File: src/rtl/imm_gen_stage.sv
// imm_gen_stage: registered immediate generator feeding the execute operand
// mux. Each accepted instruction is decoded combinationally into an
// XLEN-wide sign-extended immediate. The immediate, tag and illegal flag are
// then buffered in a 2-entry skid queue with valid/ready on both sides.
//
// Optional feature macro: IMM_GEN_RVC_EN
//   defined   -> types 5 (CI) and 6 (CJ) decode compressed immediates
//   undefined -> types 5 and 6 are treated like reserved type 7
module imm_gen_stage #(
    parameter int XLEN  = 64,
    parameter int TAG_W = 8
) (
    input  logic             clk,
    input  logic             rst_n,
    input  logic             in_valid,
    output logic             in_ready,
    input  logic [31:0]      in_instr,
    input  logic [2:0]       in_imm_type,
    input  logic [TAG_W-1:0] in_tag,
    output logic             out_valid,
    input  logic             out_ready,
    output logic [XLEN-1:0]  out_imm,
    output logic [TAG_W-1:0] out_tag,
    output logic             out_illegal
);

    typedef enum logic [2:0] {
        IMM_I   = 3'd0,
        IMM_S   = 3'd1,
        IMM_SB  = 3'd2,
        IMM_UJ  = 3'd3,
        IMM_U   = 3'd4,
        IMM_CI  = 3'd5,
        IMM_CJ  = 3'd6,
        IMM_RSV = 3'd7
    } immType_e;

    immType_e        typeSel;
    logic [31:0]     imm32;
    logic            newIllegal;
    logic [XLEN-1:0] newImm;

    // Slot 0 is always the head entry; slot 1 holds the second entry.
    logic [XLEN-1:0]  headImm_q, headImm_d;
    logic [TAG_W-1:0] headTag_q, headTag_d;
    logic             headIll_q, headIll_d;
    logic [XLEN-1:0]  tailImm_q, tailImm_d;
    logic [TAG_W-1:0] tailTag_q, tailTag_d;
    logic             tailIll_q, tailIll_d;
    logic [1:0]       count_q, count_d;

    logic push;
    logic pop;

    assign typeSel = immType_e'(in_imm_type);

    // Decode the instruction word into a 32-bit sign-extended immediate.
    always_comb begin
        imm32      = 32'd0;
        newIllegal = 1'b0;
        case (typeSel)
            IMM_I:  imm32 = {{20{in_instr[31]}}, in_instr[31:20]};
            IMM_S:  imm32 = {{20{in_instr[31]}}, in_instr[31:25], in_instr[11:7]};
            IMM_SB: imm32 = {{19{in_instr[31]}}, in_instr[31], in_instr[7],
                             in_instr[30:25], in_instr[11:8], 1'b0};
            IMM_UJ: imm32 = {{11{in_instr[31]}}, in_instr[31], in_instr[19:12],
                             in_instr[20], in_instr[30:21], 1'b0};
            IMM_U:  imm32 = {in_instr[31:12], 12'd0};
`ifdef IMM_GEN_RVC_EN
            IMM_CI: imm32 = {{26{in_instr[12]}}, in_instr[12], in_instr[6:2]};
            IMM_CJ: imm32 = {{20{in_instr[12]}}, in_instr[12], in_instr[8],
                             in_instr[10:9], in_instr[6], in_instr[7],
                             in_instr[2], in_instr[11], in_instr[5:3], 1'b0};
`endif
            default: begin
                imm32      = 32'd0;
                newIllegal = 1'b1;
            end
        endcase
    end

    // Widen the 32-bit immediate to XLEN by replicating its sign bit.
    always_comb begin
        newImm       = {XLEN{imm32[31]}};
        newImm[31:0] = imm32;
    end

    assign in_ready  = (count_q != 2'd2);
    assign out_valid = (count_q != 2'd0);
    assign push      = in_valid & in_ready;
    assign pop       = out_valid & out_ready;

    assign out_imm     = headImm_q;
    assign out_tag     = headTag_q;
    assign out_illegal = headIll_q;

    // Queue next state: shift the tail forward on a pop from full, and write
    // a new entry into the head when that slot is free or draining this cycle.
    always_comb begin
        headImm_d = headImm_q;
        headTag_d = headTag_q;
        headIll_d = headIll_q;
        tailImm_d = tailImm_q;
        tailTag_d = tailTag_q;
        tailIll_d = tailIll_q;
        count_d   = count_q;

        if (pop && (count_q == 2'd2)) begin
            headImm_d = tailImm_q;
            headTag_d = tailTag_q;
            headIll_d = tailIll_q;
        end

        if (push) begin
            if ((count_q == 2'd0) || pop) begin
                headImm_d = newImm;
                headTag_d = in_tag;
                headIll_d = newIllegal;
            end else begin
                tailImm_d = newImm;
                tailTag_d = in_tag;
                tailIll_d = newIllegal;
            end
        end

        case ({push, pop})
            2'b10:   count_d = count_q + 2'd1;
            2'b01:   count_d = count_q - 2'd1;
            default: count_d = count_q;
        endcase
    end

    // Queue state registers; reset empties the queue and zeroes the head.
    always_ff @(posedge clk or negedge rst_n) begin
        if (!rst_n) begin
            headImm_q <= '0;
            headTag_q <= '0;
            headIll_q <= 1'b0;
            tailImm_q <= '0;
            tailTag_q <= '0;
            tailIll_q <= 1'b0;
            count_q   <= 2'd0;
        end else begin
            headImm_q <= headImm_d;
            headTag_q <= headTag_d;
            headIll_q <= headIll_d;
            tailImm_q <= tailImm_d;
            tailTag_q <= tailTag_d;
            tailIll_q <= tailIll_d;
            count_q   <= count_d;
        end
    end

endmodule

File: config.mk
export PLATFORM = sky130hd
export DESIGN_NAME = imm_gen_stage
export DESIGN_NICKNAME = d
export VERILOG_FILES = /design/src/rtl/imm_gen_stage.sv
export SDC_FILE = /design/constraint.sdc
export NUM_CORES = 1
export LEC_CHECK = 0
export BUFFER_PORTS_ARGS = -buffer_cell sky130_fd_sc_hd__buf_2
export CAP_MARGIN = 15
export CORE_MARGIN = 2
export CORE_UTILIZATION = 54
export DETAILED_ROUTE_END_ITERATION = 10
export PLACE_DENSITY_LB_ADDON = 0.3
export SLEW_MARGIN = 25
export SYNTH_ARGS = -nofsm -noshare
export SYNTH_HDL_FRONTEND = slang
export SYNTH_SLANG_ARGS = --single-unit
File: constraint.sdc
create_clock -name clk -period 1.95 [get_ports clk]
set_input_delay 0.2925 -clock clk [delete_from_list [all_inputs] [get_ports clk]]
set_output_delay 0.2925 -clock clk [all_outputs]
set_load 0.02 [all_outputs]
==> impl.org, run 1 <==
** Route
- After detailed routing, no signal wire sits above met4.
- First DRT Iteration DRCs :: 197
- First-pass iteration count of the detailed router :: 6
- Vias after detailed routing :: 4110
- For this run, design rule violations remaining after detail routing come to 0.
- The routed design uses 725 microns of met3 wire.
- Wire length after detailed routing :: 11800 microns
- Routed met1 length :: 5110 microns
- Final ANT Viol Nets :: 0
- Routed wirelength normalized by instance count :: 15.4 microns
- In the detailed route, the total length drawn on met2 is 5750 microns.
- After detailed routing, the number of vias per cell comes to 5.40.

** Timing
- Clock Skew :: 0.00544 ns
- The number of max-slew violations in the final report was 0.
- Setup violations remaining at the end of the flow were counted as 0.
- The final hold violation count was 0.
- The routed design could run at a clock period as short as 1.76 ns.
- After layout, the worst setup slack is 0.188 ns.
- Achievable clock frequency :: 567 MHz
- At the pin with the least slew margin, the transition time is 0.728 ns.
- Measured against its own limit, the worst slew margin works out to 51.3%.
- Of the available clock period, the critical path in the final layout requires 90.4%.
- Final hold slack :: 0.0283 ns
- Setup repair after global routing missed its margin :: no
- Adding up every negative setup slack in the final design gives 0 ns.

** Setup path
- Delay of the slowest cell on the worst path :: 0.62 ns
- Data arrival time at the worst-slack endpoint :: 2.15 ns
- Crit path required time :: 2.34 ns
- Broken down by cell family, the worst path's largest delay share belongs to compound AO/OA/AOI/OAI gates.
- Critical-path maximum fanout :: 18
- Critical path capture point type :: flop
- Buffer and inverter count on the worst path :: 2
- The slowest stage of the critical path is the a21boi_4 cell.
- Nature of the critical path startpoint :: flop
- Path type of the worst setup path :: flop to flop
- Traced cell by cell, the critical path runs through nand3b_1, clkinv_1, a21boi_4, buf_16, a21oi_2.

** Global routing
- Aggregate global-route resource usage :: 23.9%
- The first global-routing pass estimated 19300 microns of wire.
- The via count of the first global-routing pass was 4051.
- Entering global routing, the biggest net connects 65 pins.
- Initial antenna violation count :: 0
- Overflow left after global routing :: 0

** Final layout
- With fillers left out, the area of the finished cells amounts to 6490 sq um.
- Excluding fillers, the count of instances in the completed layout stands at 761.
- The layout has 707 filler cells.
- The final layout contains 667 nets.
- Cells fill 69.6% of the core in the end.
- The post-route netlist has 36.2% of its cells at a drive strength greater than 1.
- Area growth syn-to-layout :: 24.1%
- Final antenna diode count :: 0

** Clock tree
- The tree built by TritonCTS fans out to 116 sinks.
- Clock-pin slew was measured on the worst setup and hold paths at 0.06 ns.
- Clock latency on the worst-skew pair, taken at its later pin, is 0.51 ns.
- The clock passes through at most 2 buffers.
- Counting the buffers created by CTS gives 17.
- Htree depth :: 4
- After clock tree synthesis, the setup repair step added 0 buffers.
- TritonCTS built the clock tree.
- Cell chosen for the clock root :: clkbuf_8

** Placed design
- At the end of routability-driven placement, the weighted congestion stood at 0.801.
- Port Buf Inserts :: 114
- Post-placement cell count :: 728
- Placement Setup Slack :: 0.118 ns
- The placed instances occupy a cell area of 5890 sq um.
- DP Wirelength :: 7550 microns

** Synth
- Yosys reg bits :: 116
- Biggest area consumer among synthesized cells :: dfrtp_1
- Post-synthesis sequential area ratio :: 55.5%
- Share of the synthesized area in the top cell type :: 55.5%
- Dividing the synthesized area by the synthesized cell count gives 10.2 sq um.
- Total nets after synthesis :: 562
- Number of warning messages in the yosys log :: 0
- Leading cell types by total area after synthesis :: dfrtp_1, nand2_1, mux2_2, o21ai_0, a21oi_2
- Post-Syn Area :: 5230 sq um
- Synthesis handed over a netlist of 514 instances.
- The netlist uses 32 different library cells.

** Flow run
- The tool flagged a number of max-cap violations equal to 0.

** Floorplanning
- Total I/O pin count :: 122
- Area of the core region :: 9330 sq um
- The die is 102 microns wide.
- For this configuration, the core starts out at a cell density of 56.1%.
- Die area :: 10500 sq um
- Number of core rows :: 35
- The floorplan step set the die height to 102 microns.

** Worst hold path
- Hold/Removal Path Class :: primary input to flop

** Power and ir drop
- In this run the static leakage power is 3.10 nW.
- Worst ir drop on vdd :: 0.663 mV
- Post-layout total power :: 11.7 mW
- Power density of the placed cells :: 1800 nW/um^2

** Status
- Result of the run :: complete, no violations
flip-flops by register name, indices dropped and copies added (netlist names):
name and count:
out_imm 64, tailImm_q 32, out_tag 8, tailTag_q 8
count_q 2, out_illegal 1, tailIll_q 1
synth_stat cells:
master and count:
dfrtp_1 116, nor3_2 1, a31oi_1 20, nor2_1 11, xnor2_1 3, buf_4 1
mux2i_1 2, a21boi_4 1, o22a_1 8, buf_6 10, ha_1 1, inv_1 1
or3_1 1, nand3b_1 2, nand2_1 129, a21oi_4 1, a211oi_1 1, mux2_2 34
nor2b_1 3, o21ai_0 58, a21bo_1 1, buf_1 4, nor3b_1 4, buf_2 11
xor2_1 1, nand2b_1 1, and2_1 2, or2_4 1, clkinv_1 2, clkbuf_1 18
a21oi_2 30, a21oi_1 35
final timing paths:
kind,start,to,slack [ns],depth (start not counted)
worst min register to register,tailImm_q[4]$_DFFE_PN0P_,tailImm_q[4]$_DFFE_PN0P_,0.48,2
worst min-delay path,in_tag[2],tailTag_q[2]$_DFFE_PN0P_,0.03,2
worst max-delay path,count_q[1]$_DFFE_PN0P_,out_imm[40]$_DFF_PN0_,0.19,5
min in group asynchronous,rst_n,out_imm[57]$_DFF_PN0_,0.34,3
max in group asynchronous,rst_n,out_imm[16]$_DFF_PN0_,1.32,3
worst max register to register,count_q[1]$_DFFE_PN0P_,out_imm[40]$_DFF_PN0_,0.19,5
cells by family after synthesis:
kind of cell	share of synthesized area, %
compound gates	18.7
xor+xnor	0.670
fa+ha+maj	0.239
buf+inv	5.14
flops	55.5
mux	7.70
simple gates	12.1
worst reg2reg max path: cells and delay by family, from the launching register on:
| family | cells | cell delay [ns] |
|---|---|---|
| compound gates | 2 | 0.70 |
| buf+inv | 2 | 0.40 |
| flops | 1 | 0.41 |
| simple gates | 1 | 0.13 |
cell type report:
class	count	area, sq um	share of cell area (%)
timing repair buffer	130	773	11.9
clock buffer	19	432	6.65
multi-input combinational	351	2060	31.7
tap	129	161	2.49
sequential	116	2900	44.7
clock inverter	13	151	2.33
inverter	3	11.3	0.173
where the power goes:
| group | switching (mW) | total [mW] | internal, mW |
|---|---|---|---|
| Combinational | 2.79 | 4.56 | 1.78 |
| Sequential | 0.601 | 4.16 | 3.56 |
| Clock | 1.13 | 2.99 | 1.87 |
| Total | 4.51 | 11.7 | 7.20 |
timing repair:
action,CTS,global route
hold buffers,1,0
resized for setup,0,2
endpoints found under the hold margin,116,0
endpoints found under the setup margin,0,6
per-layer routing:
| metal | GRT usage [%] | up-vias |
|---|---|---|
| met5 | 0 | - |
| li1 | - | 1961 |
| met4 | 7.38 | 0 |
| met2 | 39.2 | 161 |
| met3 | 6.77 | 15 |
| met1 | 31.1 | 1973 |
placed cells by master, fill, tap and decap left out, drive strengths merged:
master / instances
nand2: 129
buf: 129
dfrtp: 116
a21oi: 66
o21ai: 58
mux2: 34
a31oi: 20
clkbuf: 19
nor2: 11
o22a: 8
clkinv: 7
nor3b: 4
clkinvlp: 4
nor2b: 3
xnor2: 3
inv: 3
and2: 2
nand3b: 2
mux2i: 2
bufinv: 2
or2: 1
nand2b: 1
a21bo: 1
a21boi: 1
nor3: 1
a211oi: 1
or3: 1
xor2: 1
ha: 1
dlygate4sd3: 1
(Power assumes the default switching activity.)
==> run 2, diff against run 1 <==
==> constraint.sdc (replaced) <==
create_clock -name clk -period 1.95 [get_ports clk]
set_input_delay 0.0975 -clock clk [delete_from_list [all_inputs] [get_ports clk]]
set_output_delay 0.0975 -clock clk [all_outputs]
set_load 0.02 [all_outputs]
==> run 2 against run 1 <==
Against the previous run: count of clock-buffer cells in the layout unchanged; cell count rose by 3.0%; global-route usage up 1.4 points; clock skew grew 0.0030 ns; via count up 4.3%; combinational power grew 3%; register-to-register slack worse by 0.07 ns; sequential share of layout area down 2.0 points; flip-flop and latch count unchanged; largest power group unchanged.
==> impl.org, run 2 (synthesized netlist as in run 1, its figures left out) <==
** Final layout
- Final antenna diode count :: 0
- Final-layout fill cell count :: 680
- After routing the design area is 6800 sq um.
- The library cell used most frequently in the layout, excluding fill and tap cells, is nand2_1.
- The register with the most flip-flops in the layout has 64 of them.
- At the end of the flow, the number of nets in the layout was 690.
- Area growth syn-to-layout :: 29.9%
- In the layout the commonest cells are nand2_1, dfrtp_1, buf_2.
- Of the cells placed in the final design, the portion with a size suffix greater than 1 is 35.3%.

** Placed design
- Cell area after placement :: 5860 sq um
- Placement Setup Slack :: -0.0307 ns
- Routability-driven placement congestion ratio :: 0.789
- The count of buffers added on input and output ports is 114.
- Once detailed placement completed, the half-perimeter wirelength came to 7440 microns.

** Power and ir drop
- Part of the total power dissipated in sequential elements :: 33.9%
- Proportion of power drawn by the clock network :: 28.1%
- For this design the total switching power over the nets is 4.58 mW.
- Cell internal power was estimated by the tool at 7.74 mW.
- Summed over all cells, the static leakage comes to 3.23 nW.
- Combinational logic burns 38.0% of the power.
- Of the total power, the share spent switching nets is 37.2%.
- Worst ir drop on vdd :: 0.807 mV
- Power density of the placed cells :: 1810 nW/um^2

** Timing
- Clock Skew :: 0.00847 ns
- Static timing analysis puts the maximum clock frequency at 545 MHz.
- Final hold viol count :: 0
- At the pin with the least slew margin, the transition time is 0.838 ns.
- In this run the tightest slew margin relative to its limit is 43.8%.
- Setup repair after global routing missed its margin :: no
- Fin crit period :: 1.84 ns
- The number of max-slew violations in the final report was 0.
- Final count of negative-setup-slack endpoints :: 0
- Crit share post-route :: 94.1%
- Worst-case setup margin in the final layout :: 0.115 ns

** Setup path
- Setup slack, reg-to-reg :: 0.11 ns
- Dominant delay contributor by cell family on the critical path :: buffers and inverters
- Data on the critical path is required at its endpoint by 2.32 ns.
- The worst register-to-register path ends at out_imm[30]$_DFF_PN0_.
- On the critical path, the stage with the largest delay is an instance of buf_6.
- Of all nets on the critical path, the largest fanout is 73.
- Reg2reg path depth :: 5
- Nature of the critical path startpoint :: flop
- Delay of the slowest cell on the worst path :: 0.48 ns
- Critical path capture point type :: flop
- Reg-to-reg critical path startpoint :: count_q[0]$_DFFE_PN0P_
- Buffer and inverter count on the worst path :: 1
- Traced cell by cell, the critical path runs through nand3b_1, buf_6, mux2_2, nand2_1, o21ai_0.
- Path type of the worst setup path :: flop to flop
- For the worst setup path, the data arrival time is 2.21 ns.

** Global routing
- First-pass GRT wire length :: 20300 microns
- For this run, the total global-route usage over all layers was measured as 25.4%.
- GRT busiest layer :: met2
- The via count of the first global-routing pass was 4089.
- For this run, global-route usage on met1 was measured as 33.8%.
- Global-route met3 utilization :: 5.34%
- Summed over all layers, the global routing overflow is 0.
- In the global route stage, met2 resource usage came out at 41.0%.
- The number of antenna violations at the first check in global routing came to 0.
- Maximum number of pins on one net before global-route repair :: 82

** Route
- DRC Markers :: 0
- The detail route stage leaves a number of antenna-violating nets equal to 0.
- Routed wirelength normalized by instance count :: 16.3 microns
- The first detailed-routing pass took 5 iterations.
- Vias per cell :: 5.47
- Summing over every cut layer, the via total after detailed routing is 4288.
- First DRT Iteration DRCs :: 237
- Wire length after detailed routing :: 12800 microns

** Floorplanning
- Initial standard-cell utilization of the core :: 56.1%
- Total I/O pin count :: 122
- The die is 102 microns wide.
- After floorplanning, the core was sized to cover 9330 sq um.
- Number of core rows :: 35
- In this run the vertical extent of the chip is 102 microns.
- Die area :: 10500 sq um

** Clock tree
- Number of sinks on the clock net :: 116
- In this run the post-CTS setup repair buffer count came out at 0.
- At the later pin of the worst-skew pair, clock insertion delay measures 0.52 ns.
- Htree depth :: 4
- Counting along the longest clock path gives a buffer depth of 2.
- TritonCTS built the clock tree.
- In this run the clock root is driven by a clkbuf_8.
- After clock tree synthesis, the clock-pin slew on the worst setup and hold paths is 0.06 ns.
- TritonCTS buffer count :: 17

** Worst hold path
- The tightest min-delay check is of the primary input to asynchronous set/reset pin type.

** Status
- The run finished with clean final reports.

** Flow run
- The tool flagged a number of max-cap violations equal to 0.
run 2: cell count changes in the layout (fill, tap and decap cells not counted):
| cell | delta |
|---|---|
| buf_4 | +1 |
| clkinv_2 | +2 |
| a21boi_2 | +1 |
| bufinv_16 | +4 |
| clkbuf_16 | +1 |
| clkinv_4 | -3 |
| inv_6 | -2 |
| buf_16 | -1 |
| dlygate4sd3_1 | +21 |
| clkinvlp_4 | -1 |
run 2: power groups by stage:
stage,combinational [mW],clock (mW),sequential (mW)
6_report,4.68,3.46,4.18
5_1_grt,5.16,3.62,4.31
4_1_cts,4.63,3.50,4.16
3_5_place_dp,4.52,0,4.19
3_3_place_gp,4.38,0,4.11
2_1_floorplan,2.40,0,4.99
run 2: final cells by class:
class	count	area, sq um	share of cell area [%]
clock buffers	19	432	6.35
clock inverters	13	230	3.39
inverters	3	11.3	0.166
repair buffers	152	988	14.5
multi-input cells	352	2070	30.5
well taps	129	161	2.37
flip-flops and latches	116	2900	42.7
run 2: metal layers:
metal / wire length, microns / share of wire (%)
met4: 226 / 1.8
met3: 714 / 5.6
met1: 5380 / 42
met5: 0 / 0
met2: 6490 / 51
run 2: per-stage QoR:
| step | cells | setup TNS [ns] | utilization (%) | power [mW] | hold WS, ns |
|---|---|---|---|---|---|
| after floorplan | 514 | 0 | - | 7.38 | -0.198 |
| after global placement | 728 | 0 | 62.8 | 8.49 | 0.0131 |
| after detailed placement | 728 | -0.0889 | 62.8 | 8.71 | 0.0137 |
| after CTS | 782 | 0 | 72.4 | 12.3 | 0.0210 |
| after global routing | 784 | 0 | 72.9 | 13.1 | 0.0370 |
| final | 784 | 0 | 72.9 | 12.3 | 0.0178 |
run 2: how the worst max path moves through the flow:
stage                                  to                   start  slack, ns  cells after the start
finish              out_imm[30]$_DFF_PN0_  count_q[0]$_DFFE_PN0P_       0.11                      5
global route        out_imm[30]$_DFF_PN0_  count_q[0]$_DFFE_PN0P_       0.03                      5
CTS                 out_imm[34]$_DFF_PN0_  count_q[0]$_DFFE_PN0P_      0.009                      5
detailed placement  out_imm[63]$_DFF_PN0_  count_q[0]$_DFFE_PN0P_      -0.03                      6
global placement    out_imm[63]$_DFF_PN0_  count_q[0]$_DFFE_PN0P_       0.04                      6
floorplan           out_imm[33]$_DFF_PN0_  count_q[0]$_DFFE_PN0P_       0.37                      7
run 2: what timing repair did:
action | CTS | global route
pin swaps | 0 | 1
cloned | 0 | 2
setup endpoints to repair | 40 | 12
hold buffers | 22 | 0
gates resized for setup | 3 | 3
hold endpoints to repair | 171 | 0
